==> src/rtl/alu_datapath.sv <==
// alu_datapath: the register file, single shared bus, ALU and program
// counter that carry out the control strobes issued by the ALU control FSM.
// Register index encoding, used by the ext and dbg ports and internally:
// 0=G0, 1=P0, 2=G1, 3=G2, 4=G3, 5=P1. Bus priority follows the same order,
// with the result latch (ALU_outEN) ahead of every register.
module alu_datapath #(
    parameter int DW   = 16,
    parameter int PC_W = 8
) (
    input  logic            clk,
    input  logic            rst,
    input  logic [15:0]     instr,
    input  logic            G0_out,
    input  logic            G1_out,
    input  logic            G2_out,
    input  logic            G3_out,
    input  logic            P0_out,
    input  logic            P1_out,
    input  logic            G0_in,
    input  logic            G1_in,
    input  logic            G2_in,
    input  logic            G3_in,
    input  logic            P0_in,
    input  logic            P1_in,
    input  logic            ALUin1,
    input  logic            ALUin2,
    input  logic            ALU_outlach,
    input  logic            ALU_outEN,
    input  logic            PC_inc,
    input  logic            ext_we,
    input  logic [2:0]      ext_sel,
    input  logic [DW-1:0]   ext_wdata,
    input  logic [2:0]      dbg_sel,
    output logic [DW-1:0]   bus,
    output logic [DW-1:0]   dbg_rdata,
    output logic [PC_W-1:0] pc,
    output logic            zero,
    output logic            carry,
    output logic            bus_conflict
);

    localparam int NREG = 6;

    logic [DW-1:0]   regs [NREG];
    logic [DW-1:0]   op_a;
    logic [DW-1:0]   op_b;
    logic [DW-1:0]   res_q;
    logic [DW-1:0]   alu_res;
    logic [DW:0]     sum;
    logic            alu_carry;
    logic            alu_valid;
    logic [3:0]      opcode;
    logic [2:0]      n_drv;
    logic [NREG-1:0] out_en;
    logic [NREG-1:0] in_en;
    logic            unused_instr;

    assign opcode       = instr[15:12];
    assign unused_instr = ^instr[11:0];
    assign out_en = {P1_out, G3_out, G2_out, G1_out, P0_out, G0_out};
    assign in_en  = {P1_in,  G3_in,  G2_in,  G1_in,  P0_in,  G0_in};

    // Bus mux: walk from lowest to highest priority so the last hit wins.
    always_comb begin
        bus = '0;
        for (int i = NREG - 1; i >= 0; i--) begin
            if (out_en[i]) bus = regs[i];
        end
        if (ALU_outEN) bus = res_q;
    end

    // Count enabled drivers; two or more is a conflict.
    always_comb begin
        n_drv = 3'(ALU_outEN);
        for (int i = 0; i < NREG; i++) begin
            n_drv = n_drv + 3'(out_en[i]);
        end
        bus_conflict = (n_drv >= 3'd2);
    end

    // ALU: pure function of the operand latches and the current opcode.
    always_comb begin
        alu_res   = '0;
        alu_carry = 1'b0;
        sum       = {1'b0, op_a} + {1'b0, op_b};
        alu_valid = (opcode >= 4'b1001);
        case (opcode)
            4'b1001: begin
                alu_res   = sum[DW-1:0];
                alu_carry = sum[DW];
            end
            4'b1010: begin
                alu_res   = op_a - op_b;
                alu_carry = (op_a >= op_b);
            end
            4'b1011: alu_res = op_a & op_b;
            4'b1100: alu_res = op_a | op_b;
            4'b1101: alu_res = op_a ^ op_b;
            4'b1110: alu_res = op_a << op_b[3:0];
            4'b1111: alu_res = op_a >> op_b[3:0];
            default: alu_res = '0;
        endcase
    end

    // Register file: a bus capture takes precedence over the ext preload.
    always_ff @(posedge clk or negedge rst) begin
        if (!rst) begin
            for (int i = 0; i < NREG; i++) regs[i] <= '0;
        end else begin
            for (int i = 0; i < NREG; i++) begin
                if (in_en[i]) begin
                    regs[i] <= bus;
                end else if (ext_we && (ext_sel == 3'(i))) begin
                    regs[i] <= ext_wdata;
                end
            end
        end
    end

    // Operand latches, result latch with flags, and program counter.
    always_ff @(posedge clk or negedge rst) begin
        if (!rst) begin
            op_a  <= '0;
            op_b  <= '0;
            res_q <= '0;
            zero  <= 1'b0;
            carry <= 1'b0;
            pc    <= '0;
        end else begin
            if (ALUin1) op_a <= bus;
            if (ALUin2) op_b <= bus;
            if (ALU_outlach && alu_valid) begin
                res_q <= alu_res;
                zero  <= (alu_res == '0);
                carry <= alu_carry;
            end
            if (PC_inc) pc <= pc + 1'b1;
        end
    end

    // Debug read port; unused encodings read as zero.
    always_comb begin
        case (dbg_sel)
            3'd0:    dbg_rdata = regs[0];
            3'd1:    dbg_rdata = regs[1];
            3'd2:    dbg_rdata = regs[2];
            3'd3:    dbg_rdata = regs[3];
            3'd4:    dbg_rdata = regs[4];
            3'd5:    dbg_rdata = regs[5];
            default: dbg_rdata = '0;
        endcase
    end

endmodule

==> config.mk <==
export PLATFORM = sky130hd
export DESIGN_NAME = alu_datapath
export DESIGN_NICKNAME = d
export VERILOG_FILES = /design/src/rtl/alu_datapath.sv
export SDC_FILE = /design/constraint.sdc
export NUM_CORES = 1
export LEC_CHECK = 0
export CAP_MARGIN = 20
export CORE_UTILIZATION = 52
export CTS_BUF_LIST = sky130_fd_sc_hd__clkbuf_4 sky130_fd_sc_hd__clkbuf_8
export DETAILED_ROUTE_END_ITERATION = 7
export DONT_BUFFER_PORTS = 1
export HOLD_SLACK_MARGIN = 0.12
export PLACE_DENSITY_LB_ADDON = 0.05
export SKIP_CTS_REPAIR_TIMING = 1
export SLEW_MARGIN = 20
export SYNTH_ARGS = -nofsm -noshare
export SYNTH_HDL_FRONTEND = slang
export SYNTH_SLANG_ARGS = --single-unit
export TNS_END_PERCENT = 20
==> constraint.sdc <==
create_clock -name clk -period 3.85 [get_ports clk]
set_input_delay 0.77 -clock clk [delete_from_list [all_inputs] [get_ports clk]]
set_output_delay 0.77 -clock clk [all_outputs]
set_load 0.01 [all_outputs]
**Yosys cells after proc, flatten, opt, wreduce, memory -nomap -nowiden**

Cells that the tools add are included.

- Input bits: 58
- Register bits: 154
- Output and inout bits: 43
- Logic and storage cells: 84

- Bitwise logic cells: 3
- Magnitude comparators: 3
- Equality and inequality tests: 17
- Reduce and logical (&&, ||, !) cells: 16
- Shift operators: 2
- Multiplexer cells: 22
- $add $sub $neg: 9

Operators with widths:

| operator | count |
|---|---|
| $mux W16 | 19 |
| $pmux W16 S7 | 1 |
| $pmux W16 S6 | 1 |
| $eq A4 B4 Y1 const B | 7 |
| $add A16 B16 Y17 | 1 |
| $and A16 B16 Y16 | 1 |
| $ge A16 B16 Y1 | 1 |
| $logic_not A16 Y1 | 1 |
| $or A16 B16 Y16 | 1 |
| $shl A16 B4 Y16 | 1 |
| $shr A16 B4 Y16 | 1 |
| $sub A16 B16 Y16 | 1 |
| $xor A16 B16 Y16 | 1 |
| $add A3 B1 Y3 | 4 |
| $eq A3 B2 Y1 const B | 4 |
| $eq A3 B3 Y1 const B | 4 |
| $reduce_bool A2 Y1 | 6 |
| $add A8 B1 Y8 const B | 1 |
| $logic_and A1 B1 Y1 | 7 |
| $eq A3 B1 Y1 const B | 2 |
| $logic_not A3 Y1 | 2 |
| $ge A4 B4 Y1 const B | 1 |
| $add A2 B1 Y3 | 1 |
| $ge A3 B2 Y1 const B | 1 |
| 2 further kinds | 2 |

**Logic depth before layout (Yosys ltp)**

Gate-level depths: netlist of run 1.

- Word-level depth: 8
- Depth in mapped cells: 14
- Mapped depth without buffers: 13

**Worst setup path after synthesis of run 1**

Ideal clock, no wire load.

- Path type: input -> output
- Start: in P1_out
- End: out bus_conflict
- Path buffers: 2
- Slack: 0.214 ns
- Data arrival time: 2.866 ns
- Cell stages on the path: 9
- Required time: 3.080 ns
- Cells stage by stage: clkbuf_1 -> clkbuf_1 -> inv_1 -> fa_1 -> inv_1 -> ha_1 -> a21oi_1 -> fa_1 -> nand2_1

- Word-level cells in the longest chain between the ends: 2

RTL lines:

| what | line | RTL |
|---|---|---|
| from (decl) | 18 | `input logic P1_out,` |
| $add A3 B1 Y3 | 76 | `n_drv = n_drv + 3'(out_en[i]);` |
| $ge A3 B2 Y1 | 78 | `bus_conflict = (n_drv >= 3'd2);` |
| to (decl) | 39 | `output logic bus_conflict` |

Every way passes these cells.

**Worst setup path in the final report of run 1**

- Start: reg op_b[0]
- End: reg zero

- Word-level cells in the longest chain between the ends: 3
- Elaborated cells between the ends (all ways): 9
- Classes of those cells: add/sub (2); shift (2); mux (1); bitwise (3); reduce/logical (1)

RTL lines:

| what | line | RTL |
|---|---|---|
| from (decl) | 46 | `logic [DW-1:0] op_b;` |
| from (signal assigned) | 131 | `if (ALUin2) op_b <= bus;` |
| $sub A16 B16 Y16 (tied with other cells) | 93 | `alu_res = op_a - op_b;` |
| $pmux W16 S7 (*) | 87 | `case (opcode)` |
| $logic_not A16 Y1 (*) | 134 | `zero <= (alu_res == '0);` |
| to (signal assigned) | 134 |  |
| to (decl) | 37 | `output logic zero,` |

Mark *: on every way between the ends. The rest lies on a longest branch, timed or not.
A chain may end at the register's enable or synchronous reset.

==> results of run 1 <==
how the worst max path moves through the flow:
stage / endpoint / slack, ns / depth (start not counted)
after global placement: bus_conflict / 0.24 / 8
final: zero / 0.23 / 13
after CTS: bus_conflict / 0.23 / 8
after floorplan: bus_conflict / 0.21 / 9
after detailed placement: bus_conflict / 0.21 / 8
after global routing: zero / 0.01 / 14
metrics by stage:
step	total power [mW]	setup WS, ns
floorplan	5.22	0.214
global placement	6.30	0.241
detailed placement	6.34	0.213
CTS	7.57	0.233
global route	8.12	0.0143
finish	7.65	0.234
cell usage after synthesis (14+ instances only):
library cell / instances
inv_1: 77
o221ai_1: 15
a22oi_1: 29
nand2_1: 121
a31oi_1: 14
nor2b_1: 61
mux2i_1: 78
a211oi_1: 60
mux4_2: 25
mux2_2: 45
o22ai_1: 15
o21ai_0: 55
nor2_1: 99
ha_1: 55
o211ai_1: 28
clkbuf_1: 90
dfrtp_1: 154
o21a_1: 20
nand3_1: 22
o21ai_1: 20
a21oi_1: 167
nand3b_1: 17
layout by cell type, fill, tap and decap left out, types with 6 or more instances in the layout:
master	Yosys	layout
nand3_1	22	22
a22oi_1	29	29
nand2b_1	11	11
a21oi_1	167	167
nor2b_1	61	61
o22ai_1	15	15
nand2_1	121	121
clkinv_4	0	6
a211oi_1	60	60
nor2_1	99	96
mux4_2	25	25
o211ai_1	28	28
inv_1	77	77
nand3b_1	17	17
o21ai_1	20	20
buf_4	1	48
mux2i_1	78	78
dfrtp_1	154	153
o221ai_1	15	15
a211o_1	7	7
a31oi_1	14	14
o21a_1	20	20
nor3_1	11	11
o21ai_0	55	55
mux2_2	45	45
clkbuf_8	0	18
a221o_1	8	8
o31ai_1	7	7
nand4_1	11	11
ha_1	55	55
a21o_1	6	6
xnor2_1	7	7
power groups by stage:
| stage | clock network (mW) | logic (mW) | registers, mW |
|---|---|---|---|
| 2_1_floorplan | 0 | 2.87 | 2.36 |
| 3_3_place_gp | 0 | 3.87 | 2.43 |
| 3_5_place_dp | 0 | 3.90 | 2.44 |
| 4_1_cts | 1.23 | 3.93 | 2.41 |
| 5_1_grt | 1.30 | 4.35 | 2.48 |
| 6_report | 1.22 | 4.01 | 2.42 |
routing by layer:
metal | track usage (%) | wire [µm]
met1 | 53.0 | 19100
met2 | 51.5 | 18900
met3 | 7.85 | 4270
met4 | 10.7 | 1060
met5 | 0 | 0
worst max-delay path, stage by stage (launching register included):
cell and delay (ns):
dfrtp_1 0.45, ha_1 0.23, inv_1 0.06, fa_1 0.42, nor3b_1 0.18, o311ai_0 0.52
nand2_1 0.16, xnor2_1 0.15, a211oi_1 0.25, buf_4 0.20, nand4_1 0.15, nor4_1 0.32
nand4_1 0.20, o41ai_2 0.22
kinds of logic after synthesis:
kind of cell / count (synthesis) / synth area share [%]
compound gates: 490 / 25.3
xor+xnor: 10 / 0.697
fa+ha+maj: 60 / 6.27
buf+inv: 194 / 6.15
flops: 154 / 30.6
mux: 152 / 15.1
simple gates: 395 / 15.8
registers in the layout, indices dropped and copies added (netlist names):
name / flops
carry: 1
regs: 96
pc: 8
res_q: 16
op_a: 16
zero: 1
op_b: 16
layout make-up:
cell class / count / area [µm²]
Tap cell: 319 / 399
Sequential cell: 154 / 3850
Clock buffer: 18 / 248
Clock inverter: 14 / 129
Inverter: 81 / 304
Multi-Input combinational cell: 1107 / 7990
Timing Repair Buffer: 49 / 380
Fill cell: 2226 / 10300
==> impl_metrics.toml, run 1 <==
[status]
outcome = "complete, but fails checks"
violations = "negative hold slack"

[routing]
vias = 11700
drt_iter0_markers = 1188
ant_nets = 0
vias_per_cell = 6.69
drt_wl_total_mm = 43.4
first_pass_iters = 5
wire_per_inst_um = 24.9
drc = 0

[final_layout]
syn_to_final_growth_pct = 5.81
utilization_pct = 56.3
antennaDiodeCount = 0
nNetsFinal = 1528
finish.instance_area_um2 = 13300
stdcell_count = 1742
drive_above_1_share_pct = 12.2

[synthesis]
syn_area_um2 = 12600
synth-edff-count = 0
synth_area_leaders = "dfrtp_1 (31%), a21oi_1 (6.6%), mux2i_1 (6.2%)"
syn_nets = 1573
yosysUniqueCellTypes = 87
synth_ff_type = "dfrtp_1"
async_flop_share_pct = 100
yosysWarnings = 0
synth_seq_cells = 154
synthCells = 1455
ys_seq_area_share_pct = 30.6
syn_area_per_cell_um2 = 8.64
yosys.area.top_type_share_pct = 30.6
yosys.area.top_type = "dfrtp_1"

[sta]
period_share_pct = 93.9
setup_viol = 0
setup_tns_ns = 0
slew_headroom_pct = 30.2
grt_setup_unrepaired = "no"
worst_hold_slack_ns = -0.0159
clock_skew_ns = 0.0227
worst_pin_slew_ns = 1.04
min_period_ns = 3.62
hold_viol = 6
maxSlewViolCount = 0
max_freq_mhz = 277

[power_and_ir_drop]
p_comb_share_pct = 52.4
powerDensity_nw_per_um2 = 575
leakage_nw = 5.59
p_switching_mw = 3.49
p_int_mw = 4.16
ir_drop_mv = 0.327
p_clk_share_pct = 16.0
pwr-share-seq_pct = 31.6
swShare_pct = 45.6

[placed_design]
dp.cells = 1710
placed_area_um2 = 12900
globalplace.congestion = 1.02
dp_hpwl_mm = 29.5
numPortBuffers = 0

[critical_path]
reg2regPathDepth = 13
setup.worst_path.start_class = "flop"
arrival_ns = 3.98
crit_required_ns = 4.22
regToRegSetupSlack_ns = 0.23
crit_fanout = 5
timing.rr.end = "zero"
crit_path_start = "op_b[0]"
r2r-start = "op_b[0]"
end_kind = "flop"
worstSetupPathType = "flop to flop"

[global_route]
first_global_vias = 10800
grt_pass1_wl_mm = 65.7
antenna_found_initial = 0
overflow = 0
grt_usage_pct = 35.7
grt_max_degree = 155

[min_path]
hp-class = "input port to asynchronous set/reset pin"

[die]
die-height_um = 157
die_w_um = 157
start_util_pct = 53.2
core_area_um2 = 23600
placementRows = 56
io_pins = 101
dieArea_um2 = 24800

[clock_tree]
clk_pin_slew_ns = 0.10
clock_latency_ns = 0.47
cts_tree = "done"
htreeDepth = 4
clkSinkCount = 154
numCtsBuffers = 17
clockRootBuffer = "clkbuf_8"
cts.path.max_buffers = 2

[flow_run]
cap_violations = 0
Power figures use the tool's default switching activity.
==> run 2: changes to the inputs <==
CORE_UTILIZATION = 45   (was 52)
SETUP_SLACK_MARGIN = 0.5   (was default)
==> run 2 against run 1 <==
The flow still finishes with violations (negative hold slack). Global-route usage fell by 3.5 points. Die area up 15%. Sequential power is 2% higher. Largest cell class unchanged.
==> impl_metrics.toml, run 2 (synthesis gave the netlist of run 1 again) <==
[critical_path]
setup.worst_path.start_class = "input port"
end_kind = "primary output"
crit_required_ns = 3.08
crit_fanout = 33
arrival_ns = 2.83
reg2regPathDepth = 13
r2r-start = "op_a[0]"
timing.rr.end = "zero"
worstSetupPathType = "input port to primary output"
regToRegSetupSlack_ns = 0.41

[global_route]
grt_usage_pct = 32.3
antenna_found_initial = 1
grt_max_degree = 155
first_global_vias = 11000
grt_pass1_wl_mm = 69.4
overflow = 0

[placed_design]
globalplace.congestion = 0.976
dp_hpwl_mm = 30.9
numPortBuffers = 0

[min_path]
hp-class = "input port to asynchronous set/reset pin"

[sta]
max_freq_mhz = 278
min_period_ns = 3.60
setup_viol = 0
clock_skew_ns = 0.0151
slew_headroom_pct = 34.2
hold_viol = 12
maxSlewViolCount = 0
grt_setup_unrepaired = "yes"
period_share_pct = 93.5
worst_pin_slew_ns = 0.980
worst_hold_slack_ns = -0.0236
setup_tns_ns = 0

[routing]
ant_nets = 0
wire_per_inst_um = 25.3
drt_iter0_markers = 1114
vias_per_cell = 6.49
drc = 0
first_pass_iters = 6
vias = 11700
drt_wl_total_mm = 45.4

[final_layout]
utilization_pct = 49.6
drive_above_1_share_pct = 13.0
final_cell_mix = "a21oi_1 (165), dfrtp_1 (151), nand2_1 (120), nor2_1 (96), mux2i_1 (78)"
layout_commonest_cell = "a21oi_1"
largest_reg_flops = 96
antennaDiodeCount = 0
syn_to_final_growth_pct = 7.27
regMostFlops = "regs"
nNetsFinal = 1529
n_fill_cell = 2688

[die]
io_pins = 101
placementRows = 60
die_w_um = 169
core_area_um2 = 27200
die-height_um = 169
dieArea_um2 = 28600
start_util_pct = 46.3

[power_and_ir_drop]
powerDensity_nw_per_um2 = 587
ir_drop_mv = 0.302
leakage_nw = 5.62
finalPower_mw = 7.92

[clock_tree]
clkSinkCount = 154
cts.path.max_buffers = 2
clk_pin_slew_ns = 0.09
clock_latency_ns = 0.49
numCtsBuffers = 17
clockRootBuffer = "clkbuf_8"
htreeDepth = 4
cts_tree = "done"

[status]
outcome = "complete, but fails checks"
violations = "negative hold slack"

[flow_run]
cap_violations = 0
==> run 2: area by class of cell <==
type | instances | area, µm² | share of cell area [%]
Timing Repair Buffer | 50 | 388 | 2.88
Tap cell | 372 | 465 | 3.45
Sequential cell | 154 | 3860 | 28.6
Clock inverter | 13 | 179 | 1.33
Multi-Input combinational cell | 1107 | 8040 | 59.6
Clock buffer | 19 | 255 | 1.89
Inverter | 81 | 304 | 2.25
==> run 2: worst max-delay path by stage <==
stage	startpoint	end	slack (ns)	depth (start not counted)
after floorplan	G0_out	bus_conflict	0.33	8
after global placement	op_a[0]	zero	0.25	13
after detailed placement	G0_out	bus_conflict	0.23	8
after CTS	op_a[0]	zero	0.18	13
after global routing	G0_out	bus_conflict	0.19	8
final	G0_out	bus_conflict	0.25	8
==> run 2: critical path, cell delays in order <==
cell and delay (ns):
fa_1 0.53, inv_1 0.05, fa_1 0.50, inv_2 0.05
ha_4 0.26, a21oi_2 0.05, fa_1 0.54, nand2_2 0.08
==> run 2: stage by stage <==
| step | cell area, µm² | setup WS [ns] | hold slack (ns) | cells |
|---|---|---|---|---|
| finish | 13500 | 0.251 | -0.0236 | 1796 |
| global route | 13500 | 0.189 | -0.0615 | 1796 |
| CTS | 13400 | 0.178 | -0.0617 | 1796 |
| detailed placement | 13000 | 0.232 | 0.468 | 1764 |
| global placement | 13000 | 0.252 | 0.462 | 1764 |
| floorplan | 12600 | 0.329 | 0.441 | 1455 |
==> run 2: power breakdown <==
part / leakage [nW] / internal (mW) / switching (mW) / total [mW]
Clock: 0.218 / 0.685 / 0.721 / 1.41
Sequential: 1.80 / 2.03 / 0.429 / 2.46
Combinational: 3.60 / 1.68 / 2.37 / 4.06
==> run 2: routing by layer <==
layer  vias to the layer above  GRT usage, %  part of all wire, %
met5                         -             0                0.026
met4                         2          10.1                  2.3
met3                        56          5.46                  7.3
met2                       515          47.2                   44
met1                      5827          48.1                   46
li1                       5259             -                    -
